===== config.mk =====
export PLATFORM = sky130hd
export DESIGN_NAME = nn_input_loader
export DESIGN_NICKNAME = d
export VERILOG_FILES = /design/src/rtl/nn_input_loader.sv
export SDC_FILE = /design/constraint.sdc
export NUM_CORES = 1
export LEC_CHECK = 0
export ABC_CLOCK_PERIOD_IN_PS = 2200
export CAP_MARGIN = 20
export CORE_UTILIZATION = 25
export CTS_CLUSTER_DIAMETER = 100
export CTS_CLUSTER_SIZE = 8
export DETAILED_ROUTE_END_ITERATION = 12
export PLACE_DENSITY_LB_ADDON = 0.2
export SLEW_MARGIN = 20
export SYNTH_ARGS = -nofsm -noshare
export SYNTH_HDL_FRONTEND = slang
export SYNTH_SLANG_ARGS = --single-unit
export TNS_END_PERCENT = 50

===== constraint.sdc =====
create_clock -name clk_i -period 2.2 [get_ports clk_i]
set_clock_uncertainty 0.15 [all_clocks]
set_input_delay 0.44 -clock clk_i [delete_from_list [all_inputs] [get_ports clk_i]]
set_output_delay 0.44 -clock clk_i [all_outputs]
set_load 0.1 [all_outputs]

===== src/rtl/nn_input_loader.sv =====
// Activation-input loader for ram_nn: takes one frame per inference from a valid/ready byte stream,
// writes it into the activation RAM, enforces frame length, then runs a four-phase req/ack handshake.
module nn_input_loader #(
    parameter int InputWidth = 49,
    parameter int DataWidth  = 8,
    parameter int AddrWidth  = (InputWidth > 1) ? $clog2(InputWidth) : 1,
    parameter int FrameCntW  = 16
) (
    input  logic                 clk_i,
    input  logic                 reset_ni,
    input  logic                 s_valid_i,
    output logic                 s_ready_o,
    input  logic [DataWidth-1:0] s_data_i,
    input  logic                 s_last_i,
    output logic                 actv_ram_we_o,
    output logic [AddrWidth-1:0] actv_ram_addr_o,
    output logic [DataWidth-1:0] actv_ram_din_o,
    output logic                 req_o,
    input  logic                 ack_i,
    output logic                 busy_o,
    output logic                 done_o,
    output logic                 len_err_o,
    output logic [FrameCntW-1:0] frame_cnt_o
);

    typedef enum logic [1:0] {LOAD, DRAIN, REQ, WAIT_LOW} state_t;

    localparam logic [AddrWidth-1:0] LastIdx = AddrWidth'(InputWidth - 1);

    state_t                 state_q, state_d;
    logic [AddrWidth-1:0]   count_q, count_d;
    logic                   we_q, we_d;
    logic [AddrWidth-1:0]   addr_q, addr_d;
    logic [DataWidth-1:0]   din_q, din_d;
    logic                   req_q, req_d;
    logic                   done_q, done_d;
    logic                   len_err_q, len_err_d;
    logic [FrameCntW-1:0]   frame_cnt_q, frame_cnt_d;
    logic                   beat;

    // Ready depends on state only so upstream never sees a valid->ready combinational path.
    assign s_ready_o = (state_q == LOAD) || (state_q == DRAIN);
    assign beat      = s_valid_i && s_ready_o;
    assign busy_o    = !((state_q == LOAD) && (count_q == '0));

    always_comb begin
        state_d     = state_q;
        count_d     = count_q;
        we_d        = 1'b0;
        addr_d      = addr_q;
        din_d       = din_q;
        req_d       = 1'b0;
        done_d      = 1'b0;
        len_err_d   = 1'b0;
        frame_cnt_d = frame_cnt_q;
        unique case (state_q)
            LOAD: begin
                if (beat) begin
                    we_d   = 1'b1;
                    addr_d = count_q;
                    din_d  = s_data_i;
                    if (count_q == LastIdx) begin
                        count_d = '0;
                        if (s_last_i) begin
                            state_d = REQ;
                        end else begin
                            len_err_d = 1'b1;
                            state_d   = DRAIN;
                        end
                    end else if (s_last_i) begin
                        // Short frame: already-written words are simply overwritten by the next frame.
                        len_err_d = 1'b1;
                        count_d   = '0;
                    end else begin
                        count_d = count_q + AddrWidth'(1);
                    end
                end
            end
            DRAIN: begin
                if (beat && s_last_i) state_d = REQ;
            end
            REQ: begin
                // Only an ack seen while our request is up completes the first handshake phase.
                if (req_q && ack_i) begin
                    state_d = WAIT_LOW;
                end else begin
                    req_d = 1'b1;
                end
            end
            WAIT_LOW: begin
                if (!ack_i) begin
                    done_d      = 1'b1;
                    frame_cnt_d = frame_cnt_q + FrameCntW'(1);
                    state_d     = LOAD;
                end
            end
            default: state_d = LOAD;
        endcase
    end

    always_ff @(posedge clk_i or negedge reset_ni) begin
        if (!reset_ni) begin
            state_q     <= LOAD;
            count_q     <= '0;
            we_q        <= 1'b0;
            addr_q      <= '0;
            din_q       <= '0;
            req_q       <= 1'b0;
            done_q      <= 1'b0;
            len_err_q   <= 1'b0;
            frame_cnt_q <= '0;
        end else begin
            state_q     <= state_d;
            count_q     <= count_d;
            we_q        <= we_d;
            addr_q      <= addr_d;
            din_q       <= din_d;
            req_q       <= req_d;
            done_q      <= done_d;
            len_err_q   <= len_err_d;
            frame_cnt_q <= frame_cnt_d;
        end
    end

    assign actv_ram_we_o   = we_q;
    assign actv_ram_addr_o = addr_q;
    assign actv_ram_din_o  = din_q;
    assign req_o           = req_q;
    assign done_o          = done_q;
    assign len_err_o       = len_err_q;
    assign frame_cnt_o     = frame_cnt_q;

endmodule

==> flow_summary_export.csv, run 1 <==
group,metric,value,unit
detailed_routing,drtIter0Drc,38,
synth,synth_top_family_by_area,"simple AND/OR/NAND/NOR gates",
detailed_routing,vias_per_cell,4.30,
timing,worstMarginPinSlew,0.323,ns
final_layout,post-route-util,35.7,%
clock_tree,htree_levels,2,
detailed_routing,via_count,1349,
clock_tree,post_cts_buffers,0,
placed_design,routabilityCongestion,0.717,
clock_tree,cts.sinks,42,
synth,synth-xor-area-share,7.38,%
synth,yosys-top-cells-area,"dfrtp_1 55%, mux2_2 7.7%, ha_1 5.3%",
synth,synth_edf_count,0,
final_layout,layout-drive-gt1-share,34.0,%
synth,yosysWarningCount,0,
synth,synthDistinctLibCells,35,
clock_tree,cts_buffer_depth,2,
clock_tree,numCtsBuffers,5,
die,dieArea,0.00795,mm²
clock_tree,clk_latency,0.29,ns
final_layout,syn2layout_area_growth,36.9,%
global_route,grt_max_degree,43,
detailed_routing,ant_nets,0,
run,drv_cap,0,
timing,finalMaxSlewViolations,0,
final_layout,n_antenna_cell,0,
power_and_ir_drop,vdd_drop_max,0.347,mV
die,start_util,26.0,%
synth,ys_ff_latch,42,
clock_tree,path_clk_slew,0.09,ns
setup_path,worstPathArrival,1.53,ns
die,rows,31,
synth,postSynthCellCount,158,
placed_design,dp.cells,305,
clock_tree,cts-root-buf,"clkbuf_8",
synth,ys_seq_area_share,55.3,%
setup_path,critPathKind,"reg2out",
synth,yosysTopAreaCell,"dfrtp_1",
synth,netlist_area,0.00190,mm²
power_and_ir_drop,p_total,1.83,mW
timing,max_slew_margin,78.4,%
synth,netlist.area_leader.share,55.3,%
power_and_ir_drop,p_leak,1.32,nW
synth,synthSimpleGateAreaFrac,13.4,%
outcome,status,"complete, no violations",
setup_path,critPathLaunchType,"flip-flop",
setup_path,crit_path_end_kind,"primary output",
final_layout,fin_cells,314,
timing,finalSetupViolations,0,
global_route,antenna_found_initial,0,
die,fp.coreArea,0.00729,mm²
global_route,grt_pass1_vias,1277,
worst_hold_path,hp-class,"reg2reg",
timing,holdWs,0.338,ns
synth,ys.flop_type,"dfrtp_1",
timing,maxClockFrequency,0.472,GHz
synth,synth.most_common_cell,"dfrtp_1",
synth,muxShareOfSynthArea,10.3,%
synth,yosys-top-cells-count,"42 x dfrtp_1, 13 x mux2_2, 13 x nand2_1",
die,io_pins,49,
global_route,overflow,0,
synth,synth_fa_ha_area_share,5.27,%
detailed_routing,wl_per_cell,12.4,µm
detailed_routing,wirelength,3890,µm
synth,syn_avg_cell_area,12.0,µm²
setup_path,cp_data_required_time,1.61,ns
global_route,grtUsageTotal,10.2,%
synth,synth_compound_area_share,5.27,%
clock_tree,cts_tree,"yes",
detailed_routing,drc,0,
timing,fin_crit,2.12,ns
die,fp.dieH,89.2,µm
power_and_ir_drop,power_density,702,mW/mm²
synth,ys_async_sr_fraction,100,%
timing,timing.final.ws_setup,0.0803,ns
die,die_w,89.2,µm
timing,min_period_over_period,96.3,%
timing,hold_violations,0,
global_route,grt_pass1_wl,6180,µm
placed_design,dp_hpwl,2730,µm
setup_path,path_max_fanout,4,
detailed_routing,dr.pass1.iters,4,
synth,synth_nets,179,
final_layout,nets,235,
placed_design,dp_slack,0.0569,ns
placed_design,io_buffers,48,
-- routing by layer --
layer / part of all wire [%] / up-vias / global-route usage (%)
met2: 48 / 28 / 16.7
met1: 47 / 667 / 13.2
met5: 0 / - / 0
met4: 0.87 / 0 / 3.46
li1: - / 652 / -
met3: 3.7 / 2 / 2.31
-- per-stage QoR --
step | cell area, µm² | TNS, ns
2_1_floorplan | 1900 | 0
3_3_place_gp | 2470 | 0
3_5_place_dp | 2470 | 0
4_1_cts | 2590 | 0
5_1_grt | 2600 | -0.00650
6_report | 2600 | 0
-- worst max-delay path: stages (launching register included) --
cell     delay, ns
dfrtp_1       0.41
inv_1         0.11
ha_1          0.16
nor3b_4       0.25
nand3_2       0.14
buf_12        0.18
-- final timing paths --
path	startpoint	end	slack (ns)	cells past startpoint
worst max register to register	count_q[0]	state_q[0]	0.31	6
min in group asynchronous	reset_ni	actv_ram_addr_o[5]	0.51	3
max in group asynchronous	reset_ni	frame_cnt_o[3]	1.17	3
worst min-delay path	frame_cnt_o[15]	frame_cnt_o[15]	0.34	1
worst min register to register	frame_cnt_o[15]	frame_cnt_o[15]	0.34	1
worst max-delay path	count_q[0]	busy_o	0.08	5
-- state kept, by name (all words and copies together), names as in the netlist --
register	flops
req_o	1
actv_ram_we_o	1
done_o	1
actv_ram_addr_o	6
frame_cnt_o	16
len_err_o	1
actv_ram_din_o	8
state_q	2
count_q	6
-- logic make-up after synthesis --
| family | Yosys count |
|---|---|
| buffers and inverters | 14 |
| multiplexers | 18 |
| AO/OA/AOI/OAI | 15 |
| flip-flops | 42 |
| adder cells (fa/ha/maj) | 8 |
| XOR/XNOR | 16 |
| AND/OR/NAND/NOR | 45 |
-- power breakdown --
part	total, mW	leakage [nW]	switching (mW)	internal [mW]
combinational	0.396	0.704	0.282	0.114
sequential	0.820	0.554	0.0191	0.801
clock	0.610	0.0579	0.275	0.335
-- cell type report --
class                   instances  area, µm²
clock buffers                   5       68.8
clock inverters                 3       40.0
fillers                       759       4690
inverters                       9       33.8
multi-input cells             102        798
flip-flops and latches         42       1050
well taps                      99        124
repair buffers                 54        483
-- placed cells by master (no fill, tap or decap), types with 2 or more instances in the layout --
master           netlist  layout
nand3_1                5       4
inv_1                  9       9
o21ai_0                7       7
buf_12                 0       4
nor2_1                 7       7
mux2_2                13      13
xor2_1                 7       7
buf_4                  0      37
nand4_1                3       3
ha_1                   8       7
clkdlybuf4s50_1        0      11
and3_1                 3       3
and4_1                 4       4
xnor2_1                9       9
clkbuf_8               0       5
dfrtp_1               42      41
mux2i_1                5       5
nand2_1               13      13
clkinv_2               0       2
nand3_2                1       2
-- timing repair --
item	CTS	global route
gates resized for setup	0	2
hold endpoints to repair	42	0
endpoints found under the setup margin	0	2
hold buffers	1	0
Power figures use the tool's default switching activity.
==> inputs of run 2 (changes only) <==
- SKIP_CTS_REPAIR_TIMING: default -> 1
==> run 2 against run 1 <==
  * Critical endpoint unchanged
  * Cell count is the same
  * Worst setup slack unchanged
  * Critical path depth did not move
  * Register-to-register slack about the same
  * Maximum frequency stayed put
  * Sequential power about the same
  * Combinational power about the same
  * Clock power barely moved
  * First-iteration DRC count stayed put
==> flow_summary_export.csv, run 2 (synthesized netlist as in run 1, its figures left out) <==
group,metric,value,unit
power_and_ir_drop,internal_power,1.25,mW
final_layout,layout-drive-gt1-share,34.0,%
detailed_routing,via_count,1349,
placed_design,io_buffers,48,
timing,worstMarginPinSlew,0.323,ns
power_and_ir_drop,vdd_drop_max,0.347,mV
final_layout,syn2layout_area_growth,36.9,%
outcome,status,"complete, no violations",
clock_tree,cts-root-buf,"clkbuf_8",
timing,fin_crit,2.12,ns
placed_design,routabilityCongestion,0.717,
setup_path,path_max_fanout,4,
power_and_ir_drop,pwr-share-seq,44.9,%
clock_tree,cts_tree,"yes",
die,rows,31,
power_and_ir_drop,power_density,702,mW/mm²
detailed_routing,wl_per_cell,12.4,µm
final_layout,post-route-util,35.7,%
placed_design,dp_slack,0.0569,ns
detailed_routing,wirelength,3890,µm
die,start_util,26.0,%
die,fp.coreArea,0.00729,mm²
clock_tree,htree_levels,2,
clock_tree,clk_latency,0.29,ns
die,fp.dieH,89.2,µm
detailed_routing,vias_per_cell,4.30,
clock_tree,path_clk_slew,0.09,ns
final_layout,layout_common_cells,"41 x dfrtp_1, 37 x buf_4, 13 x nand2_1, 13 x mux2_2, 11 x clkdlybuf4s50_1",
timing,hold_violations,0,
power_and_ir_drop,p_leak,1.32,nW
timing,holdWs,0.338,ns
worst_hold_path,hp-class,"reg2reg",
global_route,grt_max_degree,43,
power_and_ir_drop,p_clk_share,33.4,%
clock_tree,cts.sinks,42,
global_route,overflow,0,
timing,maxClockFrequency,0.472,GHz
final_layout,nets,235,
placed_design,dp_hpwl,2730,µm
detailed_routing,drtIter0Drc,38,
final_layout,largest_reg_flops,16,
die,die_w,89.2,µm
timing,finalMaxSlewViolations,0,
setup_path,critPathKind,"reg2out",
clock_tree,cts_buffer_depth,2,
global_route,grt_pass1_vias,1277,
worst_hold_path,holdPathStages,1,
run,drv_cap,0,
power_and_ir_drop,p_sw_share,31.6,%
timing,timing.final.ws_setup,0.0803,ns
global_route,antenna_found_initial,0,
timing,max_slew_margin,78.4,%
global_route,grt_pass1_wl,6180,µm
setup_path,critPathLaunchType,"flip-flop",
setup_path,crit_path_end_kind,"primary output",
clock_tree,numCtsBuffers,5,
detailed_routing,dr.pass1.iters,4,
power_and_ir_drop,comb_power_share,21.7,%
final_layout,n_antenna_cell,0,
setup_path,cp_data_required_time,1.61,ns
setup_path,r2r_cells,6,
setup_path,worstPathArrival,1.53,ns
die,dieArea,0.00795,mm²
timing,min_period_over_period,96.3,%
detailed_routing,ant_nets,0,
timing,finalSetupViolations,0,
power_and_ir_drop,switching_power,576,µW
final_layout,final_common_cell,"dfrtp_1",
detailed_routing,drc,0,
global_route,grtUsageTotal,10.2,%
die,io_pins,49,
[run 2: path summary, 6_finish.rpt]
check / slack, ns / startpoint / end
worst min-delay path: 0.34 / frame_cnt_o[15] / frame_cnt_o[15]
worst min register to register: 0.34 / frame_cnt_o[15] / frame_cnt_o[15]
worst max register to register: 0.31 / count_q[0] / state_q[0]
worst max-delay path: 0.08 / count_q[0] / busy_o
min in group asynchronous: 0.51 / reset_ni / actv_ram_addr_o[5]
max in group asynchronous: 1.17 / reset_ni / frame_cnt_o[3]
[run 2: per-stage QoR]
step | cells | TNS [ns] | power, mW | area [µm²]
floorplan | 158 | 0 | 1.10 | 1900
global placement | 305 | 0 | 1.23 | 2470
detailed placement | 305 | 0 | 1.23 | 2470
CTS | 313 | 0 | 1.86 | 2580
global route | 314 | -0.00650 | 1.91 | 2600
finish | 314 | 0 | 1.83 | 2600
[run 2: power groups by stage]
stage / sequential, mW / combinational, mW / clock (mW)
after CTS: 0.822 / 0.397 / 0.644
after global placement: 0.836 / 0.396 / 0
after detailed placement: 0.837 / 0.397 / 0
after floorplan: 1.01 / 0.0974 / 0
after global routing: 0.825 / 0.416 / 0.667
final: 0.820 / 0.396 / 0.610
[run 2: routing by layer]
metal  vias to the layer above  part of all wire (%)  global-route usage (%)  wire [µm]
met2                        28                    48                    16.7       1870
li1                        652                     -                       -          -
met5                         -                     0                       0          0
met4                         0                  0.87                    3.46         34
met1                       667                    47                    13.2       1840
met3                         2                   3.7                    2.31        144
[run 2: worst max-delay path, cell delays in order, from the launching register on]
cell and delay, ns:
dfrtp_1 0.41, inv_1 0.11, ha_1 0.16, nor3b_4 0.25, nand3_2 0.14, buf_12 0.18
[run 2: layout make-up]
class	count	area (µm²)
Fill cell	759	4690
Sequential cell	42	1050
Multi-Input combinational cell	102	798
Timing Repair Buffer	54	483
Tap cell	99	124
Clock buffer	5	68.8
Clock inverter	3	40.0
Inverter	9	33.8
